==> src/rtl/fb_pkg.sv <==
// Framebuffer arbiter shared definitions: default geometry and grant encoding.
package fb_pkg;
  localparam int FB_ADDR_WIDTH = 10;
  localparam int FB_DATA_WIDTH = 4;

  typedef enum logic [1:0] {
    IDLE = 2'd0,
    DISP = 2'd1,
    HOST = 2'd2
  } grant_e;
endpackage

==> src/rtl/host_fifo.sv <==
// Two-entry synchronous FIFO for queued host RAM transactions; head visible the cycle after push.
// Caller guards push with !full and pop with !empty; full stays asserted through a pop cycle.
module host_fifo #(
  parameter int WIDTH = 15
) (
  input  logic             clk,
  input  logic             rst,
  input  logic             push,
  input  logic             pop,
  input  logic [WIDTH-1:0] wdata,
  output logic             full,
  output logic             empty,
  output logic [WIDTH-1:0] head
);
  logic [WIDTH-1:0] mem [2];
  logic             wr_ptr;
  logic             rd_ptr;
  logic [1:0]       count;

  always_ff @(posedge clk) begin
    if (rst) begin
      wr_ptr <= 1'b0;
      rd_ptr <= 1'b0;
      count  <= 2'd0;
    end else begin
      if (push) wr_ptr <= ~wr_ptr;
      if (pop)  rd_ptr <= ~rd_ptr;
      case ({push, pop})
        2'b10:   count <= count + 2'd1;
        2'b01:   count <= count - 2'd1;
        default: count <= count;
      endcase
    end
  end

  // Storage needs no reset; occupancy alone decides what is live.
  always_ff @(posedge clk) begin
    if (push) mem[wr_ptr] <= wdata;
  end

  assign full  = (count == 2'd2);
  assign empty = (count == 2'd0);
  assign head  = mem[rd_ptr];
endmodule

==> src/rtl/fb_ram_arbiter.sv <==
// Shares the framebuffer RAM between scan-out (strict priority) and queued host accesses.
// Display data 1 cycle after request; host min 2 cycles after accept; host_ready drops when the 2-entry queue is full.
module fb_ram_arbiter
  import fb_pkg::*;
#(
  parameter int ADDR_WIDTH = FB_ADDR_WIDTH,
  parameter int DATA_WIDTH = FB_DATA_WIDTH
) (
  input  logic                  clk,
  input  logic                  rst,
  input  logic                  disp_req,
  input  logic [ADDR_WIDTH-1:0] disp_addr,
  output logic [DATA_WIDTH-1:0] disp_data,
  output logic                  disp_valid,
  input  logic                  host_valid,
  output logic                  host_ready,
  input  logic                  host_we,
  input  logic [ADDR_WIDTH-1:0] host_addr,
  input  logic [DATA_WIDTH-1:0] host_wdata,
  output logic [DATA_WIDTH-1:0] host_rdata,
  output logic                  host_rvalid,
  output logic [ADDR_WIDTH-1:0] ram_addr,
  output logic [DATA_WIDTH-1:0] ram_din,
  output logic                  ram_we,
  input  logic [DATA_WIDTH-1:0] ram_dout
);
  localparam int ENTRY_W = 1 + ADDR_WIDTH + DATA_WIDTH;

  grant_e                grant;
  logic                  fifo_full;
  logic                  fifo_empty;
  logic                  fifo_push;
  logic                  fifo_pop;
  logic [ENTRY_W-1:0]    fifo_head;
  logic                  head_we;
  logic [ADDR_WIDTH-1:0] head_addr;
  logic [DATA_WIDTH-1:0] head_wdata;
  logic [ADDR_WIDTH-1:0] addr_q;
  logic                  disp_flag_q;
  logic                  host_flag_q;

  assign host_ready = ~fifo_full;
  assign fifo_push  = host_valid & host_ready;
  assign fifo_pop   = (grant == HOST);

  host_fifo #(.WIDTH(ENTRY_W)) u_host_fifo (
    .clk   (clk),
    .rst   (rst),
    .push  (fifo_push),
    .pop   (fifo_pop),
    .wdata ({host_we, host_addr, host_wdata}),
    .full  (fifo_full),
    .empty (fifo_empty),
    .head  (fifo_head)
  );

  assign {head_we, head_addr, head_wdata} = fifo_head;

  always_comb begin
    grant = IDLE;
    if (rst)              grant = IDLE;
    else if (disp_req)    grant = DISP;
    else if (!fifo_empty) grant = HOST;
  end

  // Idle cycles park the address on its last value to avoid needless toggling.
  always_comb begin
    ram_addr = addr_q;
    case (grant)
      DISP:    ram_addr = disp_addr;
      HOST:    ram_addr = head_addr;
      default: ram_addr = addr_q;
    endcase
  end

  assign ram_din = head_wdata;
  assign ram_we  = (grant == HOST) & head_we;

  always_ff @(posedge clk) begin
    if (rst) begin
      addr_q      <= '0;
      disp_flag_q <= 1'b0;
      host_flag_q <= 1'b0;
    end else begin
      addr_q      <= ram_addr;
      disp_flag_q <= (grant == DISP);
      host_flag_q <= (grant == HOST) & ~head_we;
    end
  end

  // A read launched just before reset must not report in the reset cycle itself.
  assign disp_valid  = disp_flag_q & ~rst;
  assign host_rvalid = host_flag_q & ~rst;
  assign disp_data   = ram_dout;
  assign host_rdata  = ram_dout;
endmodule

==> config.mk <==
export PLATFORM = sky130hd
export DESIGN_NAME = fb_ram_arbiter
export DESIGN_NICKNAME = d
export VERILOG_FILES = /design/src/rtl/fb_pkg.sv /design/src/rtl/host_fifo.sv /design/src/rtl/fb_ram_arbiter.sv
export SDC_FILE = /design/constraint.sdc
export NUM_CORES = 1
export LEC_CHECK = 0
export ABC_AREA = 1
export CAP_MARGIN = 10
export CORE_MARGIN = 3
export CORE_UTILIZATION = 47
export DETAILED_ROUTE_END_ITERATION = 8
export GPL_ROUTABILITY_DRIVEN = 0
export PLACE_DENSITY = 0.84
export SYNTH_ARGS = -nofsm -noshare
export SYNTH_HDL_FRONTEND = slang
export SYNTH_HIERARCHICAL = 1
export SYNTH_SLANG_ARGS = --single-unit
==> constraint.sdc <==
create_clock -name clk -period 2.5 [get_ports clk]
set_clock_uncertainty 0.05 [all_clocks]
set_input_delay 0.375 -clock clk [delete_from_list [all_inputs] [get_ports clk]]
set_output_delay 0.375 -clock clk [all_outputs]
set_load 0.1 [all_outputs]
* Yosys cells after proc, flatten, opt, wreduce, memory -nomap -nowiden *
Memories as Yosys holds them, arrays and structs flattened. A register that Yosys moved wholly into a read port is not among the register bits.
Cells that the tools add are included.

cells by class
  $add $sub $neg = 2
  multiply operators = 0
  div/mod/pow operators = 0
  magnitude comparators = 0
  equal/unequal tests = 5
  shifts and indexed selects = 0
  multiplexer cells = 9
  bitwise logic cells = 10
  reductions and logical operators = 2

operator list
  cell                                                  count
  one-hot mux 10 bit (2 select lines)                   1
  equality test 2 bit (second input constant)           3
  2-to-1 mux 2 bit                                      3
  AND 1 bit                                             5
  NOT 1 bit                                             5
  equality test 2 x 1 -> 1 bit (second input constant)  2
  2-to-1 mux 1 bit                                      4
  one-hot mux 2 bit (2 select lines)                    1
  adder 2 x 1 -> 2 bit (second input constant)          1
  logical NOT 2 bit                                     1
  nonzero test 2 bit                                    1
  subtractor 2 x 1 -> 2 bit (second input constant)     1

word-level totals
  register bits = 16
  bits in latches = 0
  bits in writable memories = 30
  bits in read-only memories = 0
  output and inout port bits = 26
  logic and storage cells = 35
  memories = 1

memory list
  memory           words  bits a word  read ports  clocked after Yosys merged registers in  wr ports  line             RTL
  u_host_fifo.mem  2      15           1           1                                        1         host_fifo.sv:15  logic [WIDTH-1:0] mem [2];

* Depth between registers and ports, before layout *
  depth after elaboration = 7
  mapped depth = 11

* By module *
Netlist, hierarchy kept.

modules (own cells, without submodules)
  module          instances  cells each  area each (µm²)  seq. area each (µm²)
  host_fifo       1          80          1363.8           1001.0
  fb_ram_arbiter  1          124         714.4            240.2

* Worst setup path after synthesis *
No wires, ideal clock.

  kind = register -> output
  start point = reg u_host_fifo.count[0]
  end point = out ram_we
  data arrival time = 2.035 ns
  required time = 2.075 ns
  setup slack = 0.040 ns
  cell stages (with the launch flop) = 6
  buffers on the path = 1
  cell sequence = dfxtp_1 -> nor2_1 -> nor2_1 -> buf_4 -> nand2_1 -> nor2_1

between the ends
  cells in the longest elaborated chain, start to end = 6

ends and longest elaborated chain
  item                    line                  RTL
  start, declared         host_fifo.sv:18       logic [1:0] count;
  start signal, assigned  host_fifo.sv:29       2'b10: count <= count + 2'd1;
  start signal, assigned  host_fifo.sv:30       2'b01: count <= count - 2'd1;
  start signal, assigned  host_fifo.sv:31       default: count <= count;
  logical NOT 2 bit       host_fifo.sv:42       assign empty = (count == 2'd0);
  named net fifo_empty    fb_ram_arbiter.sv:31  logic fifo_empty;
  2-to-1 mux 2 bit        fb_ram_arbiter.sv:63  else if (!fifo_empty) grant = HOST;
  2-to-1 mux 2 bit        fb_ram_arbiter.sv:62  else if (disp_req) grant = DISP;
  2-to-1 mux 2 bit        fb_ram_arbiter.sv:61  if (rst) grant = IDLE;
  equality test 2 bit     fb_ram_arbiter.sv:77  assign ram_we = (grant == HOST) & head_we;
  AND 1 bit               fb_ram_arbiter.sv:77
  end, declared           fb_ram_arbiter.sv:24  output logic ram_we,

The timed path passes the listed nets, and every way through them passes these cells.

* Worst setup path after layout *
  start point = in rst
  end point = out ram_addr[1]

between the ends
  cells in the longest elaborated chain, start to end = 3
  elaborated cells on any way between the ends = 4

ends and longest elaborated chain
  item                                                                        line                  RTL
  start, declared                                                             fb_ram_arbiter.sv:10  input logic rst,
  2-to-1 mux 2 bit (*)                                                        fb_ram_arbiter.sv:61
  equality test 2 bit / equality test 2 x 1 -> 1 bit (equally long branches)  fb_ram_arbiter.sv:69  case (grant)
  one-hot mux 10 bit (2 select lines) (*)                                     fb_ram_arbiter.sv:69
  end, declared                                                               fb_ram_arbiter.sv:22  output logic [ADDR_WIDTH-1:0] ram_addr,

Every way passes the cells marked *; elsewhere a longest branch is shown, timed or not.

==> results.py <==
metrics = {
    "sta": {
        "slew_headroom_pct": 58.2,
        "rsz0062_at_grt": "false",
        "worst_pin_slew_ps": 627,
        "hold_viol": 0,
        "period_minus_slack_ps": 2230,
        "fin_tns_setup_ps": 0,
        "post-route-period-util_pct": 89.1,
        "setup_viol": 0,
        "fmax_ghz": 0.449,
        "maxSlewViolCount": 0,
    },
    "yosys": {
        "synth_top_area_cell": "edfxtp_1",
        "synthesis.area_sq_um": 2080,
        "syn_area_per_cell_sq_um": 10.2,
        "netlist.area_leader.share_pct": 43.3,
        "synth_area_leaders": "edfxtp_1, dfxtp_1, nor2_1",
        "yosys_warnings": 6,
        "synth_seq_cells": 47,
        "ys_types": 20,
        "syn_nets": 238,
        "postSynthCellCount": 204,
        "seq_area_frac_synth_pct": 59.7,
    },
    "cts": {
        "post_cts_buffers": 0,
        "clock_latency_ps": 290,
        "cts_tree": "done",
        "clock_path_buffers": 2,
        "clock_sinks": 47,
        "cts_root_buf": "clkbuf_8",
        "htreeDepth": 2,
        "cts.clk_slew.worst_paths_ps": 80,
        "ctsHoldBuffers": 0,
        "numCtsBuffers": 5,
    },
    "global_route": {
        "overflow": 0,
        "antenna_found_initial": 0,
        "grt_pass1_vias": 1370,
        "grt_start_max_net_pins": 17,
        "grt_usage_pct": 15.9,
        "grt_first_pass_wirelength_mm": 6.29,
    },
    "layout": {
        "insertedDiodeCount": 0,
        "nets": 285,
        "stdcell_area_sq_um": 2850,
        "area_growth_pct": 37.1,
        "fin_cells": 302,
        "final_layout_size_suffix_gt1_share_pct": 20.2,
        "nFillCells": 309,
    },
    "worst_hold_path": {
        "hp-class": "flip-flop to flip-flop",
    },
    "placement": {
        "dp_cells": 294,
        "place_area_sq_um": 2710,
        "hpwl_mm": 2.78,
        "port_buffers": 46,
    },
    "floorplanning": {
        "initial_core_util_pct": 50.2,
        "fp.coreArea_sq_um": 4140,
        "die_h_um": 72.5,
        "die_area_sq_um": 5260,
        "die_x_um": 72.5,
        "num_rows": 23,
        "io-pin-count": 59,
    },
    "critical_path": {
        "reg2reg_depth": 11,
        "end_kind": "output port",
        "crit_arrival_ps": 1800,
        "crit_fanout": 11,
        "r2r-end": "u_host_fifo/count[1]",
        "critPathKind": "input port to output port",
        "startpoint": "rst",
        "reg2reg_setup_slack_ps": 710,
        "endpoint": "ram_addr[1]",
        "worst_ep_required_time_ps": 2080,
        "r2r_start": "u_host_fifo/count[1]",
        "critPathLaunchType": "input port",
    },
    "power": {
        "seq_power_share_pct": 41.8,
        "p_sw_share_pct": 29.9,
        "p_per_area_nw_per_um2": 771,
        "p_int_mw": 1.54,
        "p_leak_nw": 1.25,
        "power_frac_comb_pct": 29.5,
        "peakVddDrop_mv": 0.499,
        "power_frac_clock_pct": 28.7,
        "power_mw": 2.20,
        "switchingPower_uw": 657,
    },
    "drt": {
        "wl_per_cell_um": 12.4,
        "drc_errors": 0,
        "wirelength_mm": 3.73,
        "drtAntennaViolNets": 0,
        "vias": 1424,
        "dr.pass1.iters": 4,
        "drtIter0Drc": 45,
        "vias_per_cell": 4.72,
    },
    "run_status": {
        "status": "finished clean",
    },
    "job": {
        "maxCapViolCount": 0,
    },
}
-- how the worst min path moves through the flow --
stage	slack (ps)	start	cells after the start	to
2_1_floorplan	400	rst	1	addr_q[4]
3_3_place_gp	440	u_host_fifo/rd_ptr	2	u_host_fifo/rd_ptr
3_5_place_dp	460	u_host_fifo/wr_ptr	2	u_host_fifo/wr_ptr
4_1_cts	470	u_host_fifo/wr_ptr	2	u_host_fifo/wr_ptr
5_1_grt	540	u_host_fifo/rd_ptr	2	flip-flop
6_report	480	u_host_fifo/wr_ptr	2	u_host_fifo/wr_ptr
-- per-layer routing --
| metal | track usage (%) | up-vias | wire (um) |
|---|---|---|---|
| met5 | 0 | - | 0 |
| met4 | 7.99 | 0 | 117 |
| met3 | 4.99 | 14 | 288 |
| met2 | 26.4 | 49 | 1880 |
| met1 | 18.5 | 637 | 1440 |
| li1 | - | 724 | - |
-- final cells by class --
type	count	area (sq um)	share of cell area, %
Tap cell	50	62.6	2.19
Sequential cell	47	1240	43.6
Clock inverter	2	60.1	2.11
Clock buffer	6	72.6	2.55
Multi-Input combinational cell	107	589	20.7
Timing Repair Buffer	54	688	24.1
Inverter	36	135	4.74
-- worst max-delay path, cell delays in order --
cell and delay, ps:
clkdlybuf4s50_1 500, buf_4 170, nor2_1 50, buf_4 170
nand3_1 100, nand2_1 60, nor2_1 110, inv_1 90
buf_12 170
-- power by group through the flow --
stage               Combinational [mW]  Clock (mW)  Sequential (mW)
finish                           0.647       0.631            0.918
global route                     0.683       0.676            0.926
CTS                              0.652       0.645            0.918
detailed placement               0.646           0            0.936
global placement                 0.637           0            0.931
floorplan                        0.483           0            0.923
-- cell usage in the layout, fill, tap and decap left out --
master	n
ha_1	1
dfxtp_1	16
mux2_2	5
clkdlybuf4s50_1	28
nor2_1	46
nand4_1	1
mux2_4	10
clkbuf_8	5
edfxtp_1	30
nand3_1	10
a21oi_1	1
nor2_2	1
dfxtp_2	1
inv_1	36
nand2_2	1
o21ai_0	1
xnor2_1	1
nand2_1	28
nor3_1	1
buf_12	17
bufinv_16	2
clkbuf_1	1
buf_4	9
-- through the flow --
step,hold WS [ps],setup slack (ps),utilization [%]
finish,478,273,68.8
global route,539,138,68.8
CTS,471,109,68.7
detailed placement,460,146,65.5
global placement,444,215,65.5
floorplan,397,40.4,-
-- sequential cells by signal, indices dropped and copies added, names as in the netlist, named ones only --
register,flops
u_host_fifo/wr_ptr,1
u_host_fifo/mem,30
u_host_fifo/rd_ptr,1
disp_flag_q,1
host_flag_q,1
u_host_fifo/count,2
addr_q,10
-- cells by family after synthesis --
family,synth area share (%)
buffers and inverters,12.0
adders and majority gates,0.602
and+or+nand+nor,16.8
DFF,59.7
xor gates and xnor gates,0.422
AOI/OAI and AO/OA,0.481
muxes,9.93
-- cell usage after synthesis --
master,instances
ha_1,1
nand2_2,1
buf_12,1
nand2_1,28
edfxtp_1,30
dfxtp_1,17
buf_6,1
a21oi_1,1
buf_4,10
xnor2_1,1
mux2_2,5
nand3_1,10
nand4_1,1
clkbuf_1,1
o21ai_0,1
inv_1,36
mux2_4,10
buf_2,1
nor3_1,1
nor2_1,47
-- repair_timing --
item                                    in CTS  in global routing
hold endpoints to repair                     0                  0
endpoints found under the setup margin       0                 10
resized for setup                            0                  2
Power figures use the tool's default switching activity.
